[src/rtl/axi_pkg.sv]
// Shared AXI bridge types: slave-select codes, write phases, address map.
// Width macros AXI_ADDR_BITS / AXI_LEN_BITS default here if not set elsewhere.
`ifndef AXI_ADDR_BITS
`define AXI_ADDR_BITS 32
`endif
`ifndef AXI_LEN_BITS
`define AXI_LEN_BITS 4
`endif

package axi_pkg;

    localparam logic [1:0] IDLE     = 2'd0;
    localparam logic [1:0] AW_M1_S0 = 2'd1;
    localparam logic [1:0] AW_M1_S1 = 2'd2;

    typedef enum logic [1:0] {
        PH_IDLE = 2'd0,
        PH_AW   = 2'd1,
        PH_W    = 2'd2,
        PH_B    = 2'd3
    } w_phase_t;

    localparam logic [15:0] S0_BASE = 16'h0000;
    localparam logic [15:0] S1_BASE = 16'h0001;

endpackage

[src/rtl/wr_watchdog.sv]
// Stall counter for write phases; flags expiry when a phase sits idle
// TIMEOUT_CYCLES cycles without a handshake. Used only under WR_TIMEOUT_EN.
module wr_watchdog #(
    parameter int TIMEOUT_CYCLES = 16
) (
    input  logic ACLK,
    input  logic ARESETn,
    input  logic active,
    input  logic clr,
    input  logic hs,
    output logic expire
);

    localparam int WD_W = $clog2(TIMEOUT_CYCLES + 1);

    logic [WD_W-1:0] wd_q;

    always_ff @(posedge ACLK) begin
        if (!ARESETn) begin
            wd_q <= '0;
        end else if (clr || !active) begin
            wd_q <= '0;
        end else begin
            wd_q <= wd_q + WD_W'(1);
        end
    end

    // A handshake in the expiry cycle keeps the transaction alive.
    assign expire = active && !hs &&
                    (wd_q == WD_W'(TIMEOUT_CYCLES - 1));

endmodule

[src/rtl/write_state_ctrl.sv]
// M1 write controller: grants S0/S1 and tracks AW/W/B phases of one burst.
// Optional watchdog abort enabled with `define WR_TIMEOUT_EN.
`ifndef AXI_ADDR_BITS
`define AXI_ADDR_BITS 32
`endif
`ifndef AXI_LEN_BITS
`define AXI_LEN_BITS 4
`endif

module write_state_ctrl
  import axi_pkg::*;
#(
  parameter int TIMEOUT_CYCLES = 16
) (
  input  logic                      ACLK,
  input  logic                      ARESETn,
  input  logic                      AWVALID_M1,
  input  logic [`AXI_ADDR_BITS-1:0] AWADDR_M1,
  input  logic [`AXI_LEN_BITS-1:0]  AWLEN_M1,
  input  logic                      AWREADY_S0,
  input  logic                      AWREADY_S1,
  input  logic                      WVALID_M1,
  input  logic                      WLAST_M1,
  input  logic                      WREADY_S0,
  input  logic                      WREADY_S1,
  input  logic                      BVALID_S0,
  input  logic                      BVALID_S1,
  input  logic                      BREADY_M1,
  output logic [1:0]                W_state,
`ifdef WR_TIMEOUT_EN
  output logic                      timeout_err,
`endif
  output logic [1:0]                W_phase,
  output logic                      wlast_err
);

  logic [1:0]               state_q, state_n;
  w_phase_t                 phase_q, phase_n;
  logic [`AXI_LEN_BITS-1:0] cnt_q, cnt_n;
  logic [`AXI_LEN_BITS-1:0] len_q, len_n;
  logic                     werr_q, werr_n;

  logic        aw_rdy, w_rdy, b_vld;
  logic        aw_hs, w_hs, b_hs, hs;
  logic        last_beat;
  logic [15:0] aw_base;
  logic        unused_addr;

  assign aw_base     = AWADDR_M1[31:16];
  assign unused_addr = ^AWADDR_M1[15:0];

  always_comb begin
    aw_rdy = 1'b0;
    w_rdy  = 1'b0;
    b_vld  = 1'b0;
    unique case (1'b1)
      state_q == AW_M1_S0: begin
        aw_rdy = AWREADY_S0;
        w_rdy  = WREADY_S0;
        b_vld  = BVALID_S0;
      end
      state_q == AW_M1_S1: begin
        aw_rdy = AWREADY_S1;
        w_rdy  = WREADY_S1;
        b_vld  = BVALID_S1;
      end
      default: ;
    endcase
    aw_hs = (phase_q == PH_AW) && AWVALID_M1 && aw_rdy;
    w_hs  = (phase_q == PH_W) && WVALID_M1 && w_rdy;
    b_hs  = (phase_q == PH_B) && b_vld && BREADY_M1;
    hs    = aw_hs || w_hs || b_hs;
  end

  assign last_beat = (cnt_q == len_q);

`ifdef WR_TIMEOUT_EN
  logic wd_expire;
  logic wd_clr;
  logic tmo_q;

  assign wd_clr = hs || (phase_n != phase_q);

  wr_watchdog #(
    .TIMEOUT_CYCLES(TIMEOUT_CYCLES)
  ) u_wd (
    .ACLK   (ACLK),
    .ARESETn(ARESETn),
    .active (phase_q != PH_IDLE),
    .clr    (wd_clr),
    .hs     (hs),
    .expire (wd_expire)
  );
`endif

  always_comb begin
    state_n = state_q;
    phase_n = phase_q;
    cnt_n   = cnt_q;
    len_n   = len_q;
    werr_n  = 1'b0;
    unique case (phase_q)
      PH_IDLE: begin
        if (AWVALID_M1) begin
          unique case (1'b1)
            aw_base == S0_BASE: begin
              state_n = AW_M1_S0;
              phase_n = PH_AW;
            end
            aw_base == S1_BASE: begin
              state_n = AW_M1_S1;
              phase_n = PH_AW;
            end
            default: ;
          endcase
        end
      end
      PH_AW: begin
        if (aw_hs) begin
          len_n   = AWLEN_M1;
          cnt_n   = '0;
          phase_n = PH_W;
        end
      end
      PH_W: begin
        if (w_hs) begin
          if (WLAST_M1 || last_beat) begin
            phase_n = PH_B;
            werr_n  = WLAST_M1 ^ last_beat;
          end else begin
            cnt_n = cnt_q + 1'b1;
          end
        end
      end
      PH_B: begin
        if (b_hs) begin
          state_n = IDLE;
          phase_n = PH_IDLE;
        end
      end
      default: ;
    endcase
`ifdef WR_TIMEOUT_EN
    if (wd_expire) begin
      state_n = IDLE;
      phase_n = PH_IDLE;
    end
`endif
  end

  always_ff @(posedge ACLK) begin
    if (!ARESETn) begin
      state_q <= IDLE;
      phase_q <= PH_IDLE;
      cnt_q   <= '0;
      len_q   <= '0;
      werr_q  <= 1'b0;
    end else begin
      state_q <= state_n;
      phase_q <= phase_n;
      cnt_q   <= cnt_n;
      len_q   <= len_n;
      werr_q  <= werr_n;
    end
  end

`ifdef WR_TIMEOUT_EN
  always_ff @(posedge ACLK) begin
    if (!ARESETn) begin
      tmo_q <= 1'b0;
    end else begin
      tmo_q <= wd_expire;
    end
  end

  assign timeout_err = tmo_q;
`endif

  assign W_state   = state_q;
  assign W_phase   = phase_q;
  assign wlast_err = werr_q;

endmodule

[config.mk]
export PLATFORM = sky130hd
export DESIGN_NAME = write_state_ctrl
export DESIGN_NICKNAME = d
export VERILOG_FILES = /design/src/rtl/axi_pkg.sv /design/src/rtl/wr_watchdog.sv /design/src/rtl/write_state_ctrl.sv
export SDC_FILE = /design/constraint.sdc
export NUM_CORES = 1
export LEC_CHECK = 0
export BUFFER_PORTS_ARGS = -buffer_cell sky130_fd_sc_hd__buf_2
export CORE_MARGIN = 4
export CORE_UTILIZATION = 40
export CTS_BUF_LIST = sky130_fd_sc_hd__clkbuf_8 sky130_fd_sc_hd__clkbuf_16
export DETAILED_ROUTE_END_ITERATION = 10
export GPL_ROUTABILITY_DRIVEN = 0
export PLACE_DENSITY_LB_ADDON = 0.12
export SYNTH_ARGS = -nofsm -noshare
export SYNTH_HDL_FRONTEND = slang
export SYNTH_HIERARCHICAL = 1
export SYNTH_SLANG_ARGS = --single-unit
[constraint.sdc]
create_clock -name ACLK -period 2.5 [get_ports ACLK]
set_input_delay 0.25 -clock ACLK [delete_from_list [all_inputs] [get_ports ACLK]]
set_output_delay 0.25 -clock ACLK [all_outputs]
set_load 0.02 [all_outputs]
Yosys cells after proc, flatten, opt, wreduce, memory -nomap -nowiden
Cells that the tools add are included.
W data, S select, Z words.
{ "word_totals": {"ff_bits": 13, "out_inout_bits": 5, "wordCells": 56} }
{ "op_classes": {"add_sub_neg": 1, "eq_ne": 15, "n_mux": 17, "bitwise_logic": 1, "reduce_logical": 17} }
{ "op_table": {"columns": ["op", "n"], "rows": [
  ["$eq A16 B1 Y1 const B", 1],
  ["$logic_not A16 Y1", 1],
  ["$mux W2", 7],
  ["$mux W4", 3],
  ["$ne A2 B2 Y1 const B", 6],
  ["$reduce_and A4 Y1", 3],
  ["$pmux W2 S2", 2],
  ["$pmux W2 S4", 1],
  ["$pmux W4 S2", 1],
  ["$eq A2 B2 Y1 const B", 3],
  ["$logic_and A1 B1 Y1", 6],
  ["$pmux W1 S2", 3],
  ["$reduce_and A6 Y1", 1],
  ["$add A4 B1 Y4 const B", 1],
  ["$eq A2 B1 Y1 const B", 2],
  ["$eq A4 B4 Y1", 1],
  ["$reduce_bool A2 Y1", 2],
  ["$ne A3 B3 Y1 const B", 1],
  ["$logic_not A2 Y1", 1],
  ["$ne A2 B1 Y1 const B", 1],
  ["$reduce_and A2 Y1", 1],
  ["$reduce_or A2 Y1", 1],
  ["$logic_or A1 B1 Y1", 1],
  ["$xor A1 B1 Y1", 1]
]} }

Depth between registers and ports, before layout
Gate-level depths: netlist of run 1.
{ "logic_depth": {"ltp_word": 6, "mapped_depth": 7, "depth_no_buf": 7} }

Worst setup path before layout of run 1
OpenSTA, ideal clock, no wires.
{ "synth_path": {"kind": "reg2reg", "start": "reg state_q[0], in the netlist W_state[0]", "end": "reg phase_q[0], in the netlist W_phase[0]", "setup_time_ps": 72, "arrival_ps": 1896, "setup_slack_ps": 532, "path_stages_with_launch": 8, "synth_period_minus_slack_ps": 1968, "cell_sequence": "dfxtp_1 > inv_1 > ha_1 > nand3b_1 > o21ai_2 > nand2_2 > a2111oi_4 > mux2i_1"} }
{ "synth_between": {"elab_chain_len": 6} }
{ "synth_rtl": {"columns": ["element", "line_no", "source"], "rows": [
  ["from (decl)", "write_state_ctrl.sv:37", "logic [1:0] state_q, state_n;"],
  ["from (signal assigned)", "write_state_ctrl.sv:159", "state_q <= state_n;"],
  ["$eq A2 B2 Y1 or $eq A2 B1 Y1 (tied branches)", "write_state_ctrl.sv:62, write_state_ctrl.sv:57", null],
  ["$pmux W1 S2", "write_state_ctrl.sv:56", "unique case (1'b1)"],
  ["$logic_and A1 B1 Y1 (2 in a row)", "write_state_ctrl.sv:71", "b_hs = (phase_q == PH_B) && b_vld && BREADY_M1;"],
  ["$ne A2 B2 Y1 (no line)", null, null],
  ["$reduce_and A6 Y1 (no line) (*)", null, null],
  ["to (signal assigned)", "write_state_ctrl.sv:160", "phase_q <= phase_n;"],
  ["to (decl)", "write_state_ctrl.sv:38", "w_phase_t phase_q, phase_n;"]
]} }
Mark *: on every way between the ends. The rest lies on a longest branch, timed or not.
A chain may end at the register's enable or synchronous reset.

Final worst setup path of run 1
{ "layout_path": {"start": "reg state_q[0], in the netlist W_state[0]", "end": "reg phase_q[1], in the netlist W_phase[1]"} }
The elaborated chain is that of the path after synthesis.

==> impl_metrics.csv, run 1 <==
group,metric,value,unit
cts,ctsHoldBuffers,0,
worst_hold_path,hold_path_class,"input port to flop",
yosys,ys_warn_count,6,
yosys,ys_types,30,
yosys,async_reset_ff_frac,0,
cts,cts.clk_slew.worst_paths,0.06,ns
yosys,synth_seq_cells,13,
worst_setup_path,critical_path.slowest_cell,"a2111oi_4",
global_routing,grt_max_degree,14,
power_and_ir_drop,power_density,378,nW/um^2
cts,cts_setup_buffers,0,
cells_and_area,layout.area.seq,260,sq um
cts,cts_tree,"built",
drt,wl_per_cell,12.0,um
floorplan,fp.dieH,54.7,um
worst_setup_path,crit_type,"flop to flop",
drt,finalWirelength,1970,um
yosys,syn_area,872,sq um
yosys,synthTopCellsByArea,"dfxtp_1, ha_1, mux2i_1",
cells_and_area,final_cells,164,
cts,ctsResizeCount,0,
cts,cts.sinks,13,
sta,skew,0.00685,ns
sta,slew_viol_final,0,
sta,tns,0,ns
worst_setup_path,cp.required,2.68,ns
placement,dp_hpwl,1600,um
sta,tightest_slew,0.360,ns
floorplan,io_pins,53,
cts,clk_latency,0.25,ns
cts,htree_levels,1,
placement,placed_cells,160,
sta,setup_viol,0,
sta,post-route-min-period,2.00,ns
floorplan,rows,16,
yosys,synth-main-ff-cell,"dfxtp_1",
yosys,post-synth-top-area-cell,"dfxtp_1",
power_and_ir_drop,ir_drop,0.000277,V
sta,rsz0062_at_grt,"false",
yosys,syn_nets,154,
drt,dr.pass1.iters,4,
power_and_ir_drop,p_leak,0.481,nW
status,outcome,"complete, no violations",
global_routing,grt_util_all_layers,0.151,
global_routing,antenna_found_initial,0,
drt,viasPerCell,4.87,
job,cap_violations,0,
worst_setup_path,cpPeakStageDelay,0.41,ns
placement,port_buffers,36,
worst_setup_path,worstPathCellList,"inv_1, ha_1, nand3b_1, o21ai_2, nand2_2, a2111oi_4, mux2i_1",
worst_setup_path,end_kind,"flop",
yosys,synthCells,97,
cells_and_area,diodes,0,
yosys,synth.most_common_cell,"dfxtp_1",
drt,final_antenna_net_count,0,
cells_and_area,syn_to_final_growth,30.1,%
worst_setup_path,critPathMaxFanout,4,
global_routing,grt-ovfl-total,0,
worst_setup_path,crit_path_start_kind,"flop",
cells_and_area,nFillCells,197,
floorplan,design.die.area,2990,sq um
floorplan,core_area,2020,sq um
cts,root_buffer,"clkbuf_8",
yosys,synth_edf_count,0,
floorplan,initial_utilization,0.431,
global_routing,grt_pass1_wl,3170,um
worst_setup_path,cp_top_family,"compound AO/OA/AOI/OAI gates",
worst_setup_path,cp_data_arrival_time,2.18,ns
sta,slew_headroom,0.757,
drt,drc_errors,0,
cells_and_area,drive_above_1_share,0.336,
drt,drt_iter0_markers,10,
sta,post-route-period-util,0.799,
yosys,avgSynthCellArea,8.99,sq um
cts,numCtsBuffers,3,
worst_setup_path,path_buf_inv,1,
yosys,synth_common_cells,"dfxtp_1, ha_1, nand2_1",
cells_and_area,multiInputGateArea,578,sq um
sta,finalHoldViolCount,0,
yosys,yosysTopAreaCellShare,0.298,
cts,cts_max_path_buffers,2,
sta,timing.fmax,0.500,GHz
cells_and_area,num-nets-final,195,
cells_and_area,stdcell_area,1130,sq um
floorplan,die_x,54.7,um
placement,place_area,1090,sq um
global_routing,grt_pass1_vias,732,
yosys,synth_seq_area_share,0.298,
drt,vias,798,
cells in the final DEF, fill, tap and decap left out, types with 2 or more instances in the layout:
cell,n
buf_2,36
dfxtp_1,13
inv_1,9
nand2_1,9
ha_1,9
mux2i_1,6
nor2b_1,6
xnor2_1,4
nand4_1,4
nor4_1,4
a21boi_0,4
o21ai_0,4
nor2_1,4
xor2_1,3
clkbuf_8,3
a22oi_1,2
nand3b_1,2
cell type report:
cell class / count / area share
Sequential cell: 13 / 0.229
Clock buffer: 3 / 0.0364
Timing Repair Buffer: 37 / 0.165
Tap cell: 27 / 0.0298
Multi-Input combinational cell: 75 / 0.509
Inverter: 8 / 0.0265
Clock inverter: 1 / 0.00331
state kept, by name (all words and copies together), names as in the netlist:
name and cells:
wlast_err 1, W_state 2, len_q 4, W_phase 2, cnt_q 4
metal layers:
metal	part of all wire	track usage
met1	0.44	0.176
met4	0.023	0.0954
met3	0.068	0.0409
met2	0.47	0.242
met5	0	0
path summary, 6_finish.rpt:
path,start,end,slack [ns],cells past startpoint
worst max register to register,W_state[0],W_phase[1],0.50,7
worst max-delay path,W_state[0],W_phase[1],0.50,7
worst min-delay path,AWLEN_M1[1],len_q[1],0.26,3
worst min register to register,W_state[1],W_state[1],0.51,2
tightest hold or removal path, stage by stage:
cell and delay, ns:
buf_2 0.08, mux2i_1 0.06, nor2b_1 0.09
report_power, final:
group	total [mW]	internal [mW]	switching, mW
combinational	0.0342	0.0212	0.0130
sequential	0.207	0.207	0.0000876
clock	0.188	0.109	0.0793
total	0.430	0.337	0.0924
kinds of logic after synthesis:
family | count (synthesis) | synth area share
AND/OR/NAND/NOR | 36 | 0.225
AO/OA/AOI/OAI | 16 | 0.156
flip-flops | 13 | 0.298
buffers and inverters | 9 | 0.0387
adder cells (fa/ha/maj) | 9 | 0.129
XOR/XNOR | 7 | 0.0703
multiplexers | 7 | 0.0818
metrics by stage:
| step | worst slack (ns) | total power [mW] | utilization | hold WS [ns] |
|---|---|---|---|---|
| after global placement | 0.525 | 0.245 | 0.539 | 0.492 |
| final | 0.501 | 0.430 | 0.561 | 0.260 |
| after global routing | 0.325 | 0.447 | 0.561 | 0.280 |
| after CTS | 0.489 | 0.433 | 0.561 | 0.262 |
| after detailed placement | 0.513 | 0.246 | 0.539 | 0.509 |
| after floorplan | 0.532 | 0.221 | - | 0.369 |
(Power assumes the default switching activity.)
==> run 2: changes to the inputs <==
--- a/config.mk
+++ b/config.mk
@@ -7,7 +7,7 @@
 export LEC_CHECK = 0
 export BUFFER_PORTS_ARGS = -buffer_cell sky130_fd_sc_hd__buf_2
 export CORE_MARGIN = 4
-export CORE_UTILIZATION = 40
+export CORE_UTILIZATION = 38
 export CTS_BUF_LIST = sky130_fd_sc_hd__clkbuf_8 sky130_fd_sc_hd__clkbuf_16
 export DETAILED_ROUTE_END_ITERATION = 10
 export GPL_ROUTABILITY_DRIVEN = 0
==> constraint.sdc (replaced) <==
create_clock -name ACLK -period 1.8 [get_ports ACLK]
set_input_delay 0.18 -clock ACLK [delete_from_list [all_inputs] [get_ports ACLK]]
set_output_delay 0.18 -clock ACLK [all_outputs]
set_load 0.02 [all_outputs]
==> run 2 against run 1 <==
Net effect: worst setup slack worse by 0.38 ns; utilization decreased by 1.7 points; clock power is 39% higher; register-to-register slack worse by 0.38 ns; die area is 4.5% higher; critical endpoint is now cnt_q[1]; clock skew up 0.0029 ns; design area rose by 5.1%; clock-buffer cell count unchanged; cell count is 3.0% higher; global-route usage shrank 1.8 points; combinational power grew 42%; largest cell class unchanged; critical path depth is 1 higher.
==> impl_metrics.csv, run 2 (same netlist as run 1, synthesis figures left out) <==
group,metric,value,unit
status,outcome,"complete, no violations",
sta,slew_viol_final,0,
global_routing,grt-ovfl-total,0,
drt,viasPerCell,4.87,
sta,hold_ws,0.201,ns
cts,clk_latency,0.24,ns
cells_and_area,syn_to_final_growth,36.7,%
power_and_ir_drop,power_density,500,nW/um^2
placement,dpl_worst_slack,0.00849,ns
cts,root_buffer,"clkbuf_8",
cells_and_area,stdcell_area,1190,sq um
sta,setup_viol,0,
sta,finalHoldViolCount,0,
worst_setup_path,cp_data_arrival_time,1.84,ns
cts,cts_tree,"built",
drt,wl_per_cell,12.1,um
cells_and_area,drive_above_1_share,0.397,
floorplan,fp.dieH,55.9,um
drt,finalWirelength,2050,um
global_routing,top_usage_layer,"met2",
sta,post-route-period-util,0.930,
global_routing,gr-usage-met3,0.0302,
drt,vias,823,
placement,place_area,1140,sq um
sta,tightest_slew,0.350,ns
worst_setup_path,path_buf_inv,2,
global_routing,antenna_found_initial,0,
worst_setup_path,crit_type,"flop to flop",
global_routing,grt_max_degree,14,
cts,cts_setup_buffers,0,
job,cap_violations,0,
worst_setup_path,cpPeakStageDelay,0.36,ns
worst_setup_path,worstPathCellList,"inv_1, ha_4, nand3b_1, o21ai_2, buf_4, nand3_2, or2_0, a21boi_1",
drt,dr.pass1.iters,2,
floorplan,core_area,2190,sq um
cells_and_area,final_common_cell,"buf_2",
floorplan,rows,17,
global_routing,grt_pass1_vias,799,
sta,tns,0,ns
floorplan,initial_utilization,0.398,
worst_setup_path,critPathMaxFanout,4,
floorplan,io_pins,53,
drt,drc_errors,0,
worst_setup_path,cp.required,1.97,ns
global_routing,grtUsageMet2,0.215,
placement,port_buffers,36,
worst_setup_path,end_kind,"flop",
cts,cts.clk_slew.worst_paths,0.06,ns
worst_setup_path,r2r_slack,0.13,ns
sta,timing.fmax,0.597,GHz
global_routing,grt_pass1_wl,3370,um
sta,setup_ws,0.125,ns
cts,htree_levels,1,
sta,post-route-min-period,1.67,ns
floorplan,design.die.area,3130,sq um
sta,slew_headroom,0.764,
sta,rsz0062_at_grt,"false",
cts,cts.sinks,13,
global_routing,grtUsageMet1,0.173,
sta,skew,0.00977,ns
worst_setup_path,cp_top_family,"simple AND/OR/NAND/NOR gates",
floorplan,die_x,55.9,um
drt,drt_iter0_markers,4,
cts,numCtsBuffers,3,
cells_and_area,largestRegisters,"cnt_q x4, len_q x4",
cts,cts_max_path_buffers,2,
cells_and_area,diodes,0,
global_routing,grt_util_all_layers,0.133,
worst_hold_path,hold_path_class,"input port to flop",
cells_and_area,layout_common_cells,"buf_2, dfxtp_1, inv_1, nand2_1, ha_1",
worst_setup_path,crit_path_start_kind,"flop",
cells_and_area,num-nets-final,199,
power_and_ir_drop,ir_drop,0.000398,V
power_and_ir_drop,p_leak,0.503,nW
drt,final_antenna_net_count,0,
power_and_ir_drop,power,0.596,mW
worst_setup_path,critical_path.slowest_cell,"dfxtp_4",
run 2: cell count changes in the layout (fill, tap and decap cells not counted), sizes merged:
cell / delta
buf: +4
run 2: final timing paths:
path                                    to  depth (start not counted)         from
worst max register to register    cnt_q[1]                          8   W_state[0]
worst max-delay path              cnt_q[1]                          8   W_state[0]
worst min-delay path              len_q[2]                          3  AWLEN_M1[2]
worst min register to register  W_state[1]                          2   W_state[1]
run 2: power breakdown:
group          switching (mW)  internal [mW]  total (mW)
Sequential          0.0000865          0.286       0.286
Clock                   0.110          0.151       0.261
Combinational          0.0189         0.0295      0.0485
run 2: per-stage QoR:
step                      std cells   util
after global routing            169  0.544
after global placement          165  0.521
after detailed placement        165  0.521
final                           169  0.544
after floorplan                  97      -
after CTS                       169  0.541
run 2: layer usage:
| layer | part of all wire | vias up |
|---|---|---|
| met5 | 0 | - |
| met4 | 0.011 | 0 |
| met3 | 0.047 | 4 |
| met2 | 0.49 | 16 |
| met1 | 0.46 | 376 |
| li1 | - | 427 |
run 2: repair_timing:
item | 4_1_cts | 5_1_grt
endpoints found under the setup margin | 0 | 4
resized for setup | 0 | 3
hold buffers | 0 | 0
run 2: worst reg2reg max path, cell delays in order, from the launching register on:
cell and delay, ns:
dfxtp_4 0.36, inv_1 0.06, ha_4 0.26, nand3b_1 0.18
o21ai_2 0.16, buf_4 0.15, nand3_2 0.08, or2_0 0.23
a21boi_1 0.12
run 2: area by class of cell:
| type | instances | area [sq um] |
|---|---|---|
| Inverter | 8 | 30.0 |
| Multi-Input combinational cell | 75 | 598 |
| Fill cell | 224 | 998 |
| Tap cell | 28 | 35.0 |
| Clock buffer | 3 | 41.3 |
| Clock inverter | 1 | 3.75 |
| Sequential cell | 13 | 267 |
| Timing Repair Buffer | 41 | 218 |
==> run 3: changes to the inputs <==
--- a/config.mk
+++ b/config.mk
@@ -6,8 +6,10 @@
 export NUM_CORES = 1
 export LEC_CHECK = 0
 export BUFFER_PORTS_ARGS = -buffer_cell sky130_fd_sc_hd__buf_2
+export CELL_PAD_IN_SITES_DETAIL_PLACEMENT = 0
+export CELL_PAD_IN_SITES_GLOBAL_PLACEMENT = 1
 export CORE_MARGIN = 4
-export CORE_UTILIZATION = 38
+export CORE_UTILIZATION = 26
 export CTS_BUF_LIST = sky130_fd_sc_hd__clkbuf_8 sky130_fd_sc_hd__clkbuf_16
 export DETAILED_ROUTE_END_ITERATION = 10
 export GPL_ROUTABILITY_DRIVEN = 0
==> run 3 against run 2 <==
Net effect: clock power about the same; design area rose by 4.5%; critical path depth is the same; largest cell class unchanged; sequential cell count is the same; highest routed layer unchanged; cell count rose by 12%; register-to-register slack lost 0.07 ns.
==> impl_metrics.csv, run 3 (same netlist as run 1, synthesis figures left out) <==
group,metric,value,unit
sta,rsz0062_at_grt,"true",
global_routing,grt_max_degree,14,
cells_and_area,largestRegisters,"cnt_q x4, len_q x4",
drt,viasPerCell,4.30,
placement,port_buffers,36,
floorplan,initial_utilization,0.279,
drt,drt_iter0_markers,9,
drt,wl_per_cell,11.1,um
sta,slew_viol_final,0,
sta,finalHoldViolCount,0,
sta,hold_ws,0.194,ns
cells_and_area,drive_above_1_share,0.428,
drt,final_antenna_net_count,0,
cts,root_buffer,"clkbuf_8",
global_routing,grt_pass1_wl,3480,um
sta,tightest_slew,0.373,ns
sta,skew,0.00567,ns
cells_and_area,num-nets-final,203,
worst_setup_path,crit_type,"flop to flop",
global_routing,grt_util_all_layers,0.103,
worst_setup_path,critPathMaxFanout,4,
status,outcome,"complete, no violations",
worst_setup_path,end_kind,"flop",
sta,setup_viol,0,
global_routing,antenna_found_initial,0,
global_routing,grt_pass1_vias,819,
sta,post-route-min-period,1.75,ns
worst_setup_path,cp_data_arrival_time,1.92,ns
floorplan,design.die.area,4340,sq um
cts,cts_tree,"built",
cts,cts.clk_slew.worst_paths,0.06,ns
worst_setup_path,crit_path_start_kind,"flop",
power_and_ir_drop,ir_drop,0.000314,V
cells_and_area,stdcell_area,1250,sq um
drt,dr.pass1.iters,4,
cells_and_area,final_util,0.398,
worst_hold_path,hold_path_class,"input port to flop",
power_and_ir_drop,power_density,478,nW/um^2
drt,finalWirelength,2100,um
placement,dp_hpwl,1790,um
floorplan,core_area,3130,sq um
job,cap_violations,0,
cts,cts.sinks,13,
global_routing,grt-ovfl-total,0,
cells_and_area,final_common_cell,"buf_2",
cells_and_area,layout_common_cells,"buf_2, dfxtp_1, inv_1, nand2_1, buf_4",
placement,place_area,1180,sq um
cells_and_area,diodes,0,
sta,timing.fmax,0.572,GHz
cts,numCtsBuffers,3,
sta,post-route-period-util,0.971,
cells_and_area,syn_to_final_growth,42.9,%
floorplan,rows,20,
drt,drc_errors,0,
sta,tns,0,ns
power_and_ir_drop,p_leak,0.519,nW
cts,htree_levels,1,
sta,slew_headroom,0.749,
floorplan,die_x,65.9,um
floorplan,fp.dieH,65.9,um
cts,clk_latency,0.24,ns
worst_setup_path,cp.required,1.97,ns
cts,cts_max_path_buffers,2,
drt,vias,812,
floorplan,io_pins,53,
cts,ctsHoldBuffers,0,
-- run 3: cell type report --
type                       instances  area (sq um)
tap                               44          55.1
clock inverter                     1          3.75
inverter                           8          30.0
clock buffer                       3          41.3
fill                             325          1880
multi-input combinational         75           601
sequential                        13           268
timing repair buffer              45           248
-- run 3: path summary, 6_finish.rpt --
path | cells after the start | end | slack, ns | start
worst max-delay path | 8 | cnt_q[1] | 0.05 | W_state[0]
worst min-delay path | 3 | len_q[1] | 0.19 | AWLEN_M1[1]
worst max register to register | 8 | cnt_q[1] | 0.05 | W_state[0]
worst min register to register | 2 | cnt_q[1] | 0.51 | cnt_q[1]
-- run 3: where the power goes --
part,internal (mW),switching (mW),total [mW]
Sequential,0.286,0.0000825,0.286
Combinational,0.0297,0.0193,0.0490
Clock,0.150,0.110,0.260
Total,0.466,0.129,0.596
-- run 3: repair_timing --
item                       CTS  global route
resized for setup            0             4
buffers inserted             0             1
setup endpoints to repair    0             5
-- run 3: metal layers --
| metal | share of wire | track usage | routed length [um] |
|---|---|---|---|
| met3 | 0.055 | 0.0272 | 116 |
| met4 | 0.0091 | 0.0311 | 19 |
| met1 | 0.50 | 0.143 | 1040 |
| met2 | 0.44 | 0.154 | 920 |
| met5 | 0 | 0 | 0 |
-- run 3: critical path, cell delays in order (launching register included) --
cell and delay (ns):
dfxtp_4 0.35, inv_1 0.06, ha_4 0.26, nand3b_1 0.19
o21ai_2 0.16, buf_4 0.13, nand3_1 0.12, or2_0 0.25
a21boi_0 0.16
-- run 3: stage by stage --
stage	power (mW)	worst slack, ns	std cells
after global placement	0.341	0.0327	184
after detailed placement	0.342	0.0290	184
after floorplan	0.305	0.000622	97
after global routing	0.627	-0.0355	189
after CTS	0.605	0.0114	188
final	0.596	0.0520	189
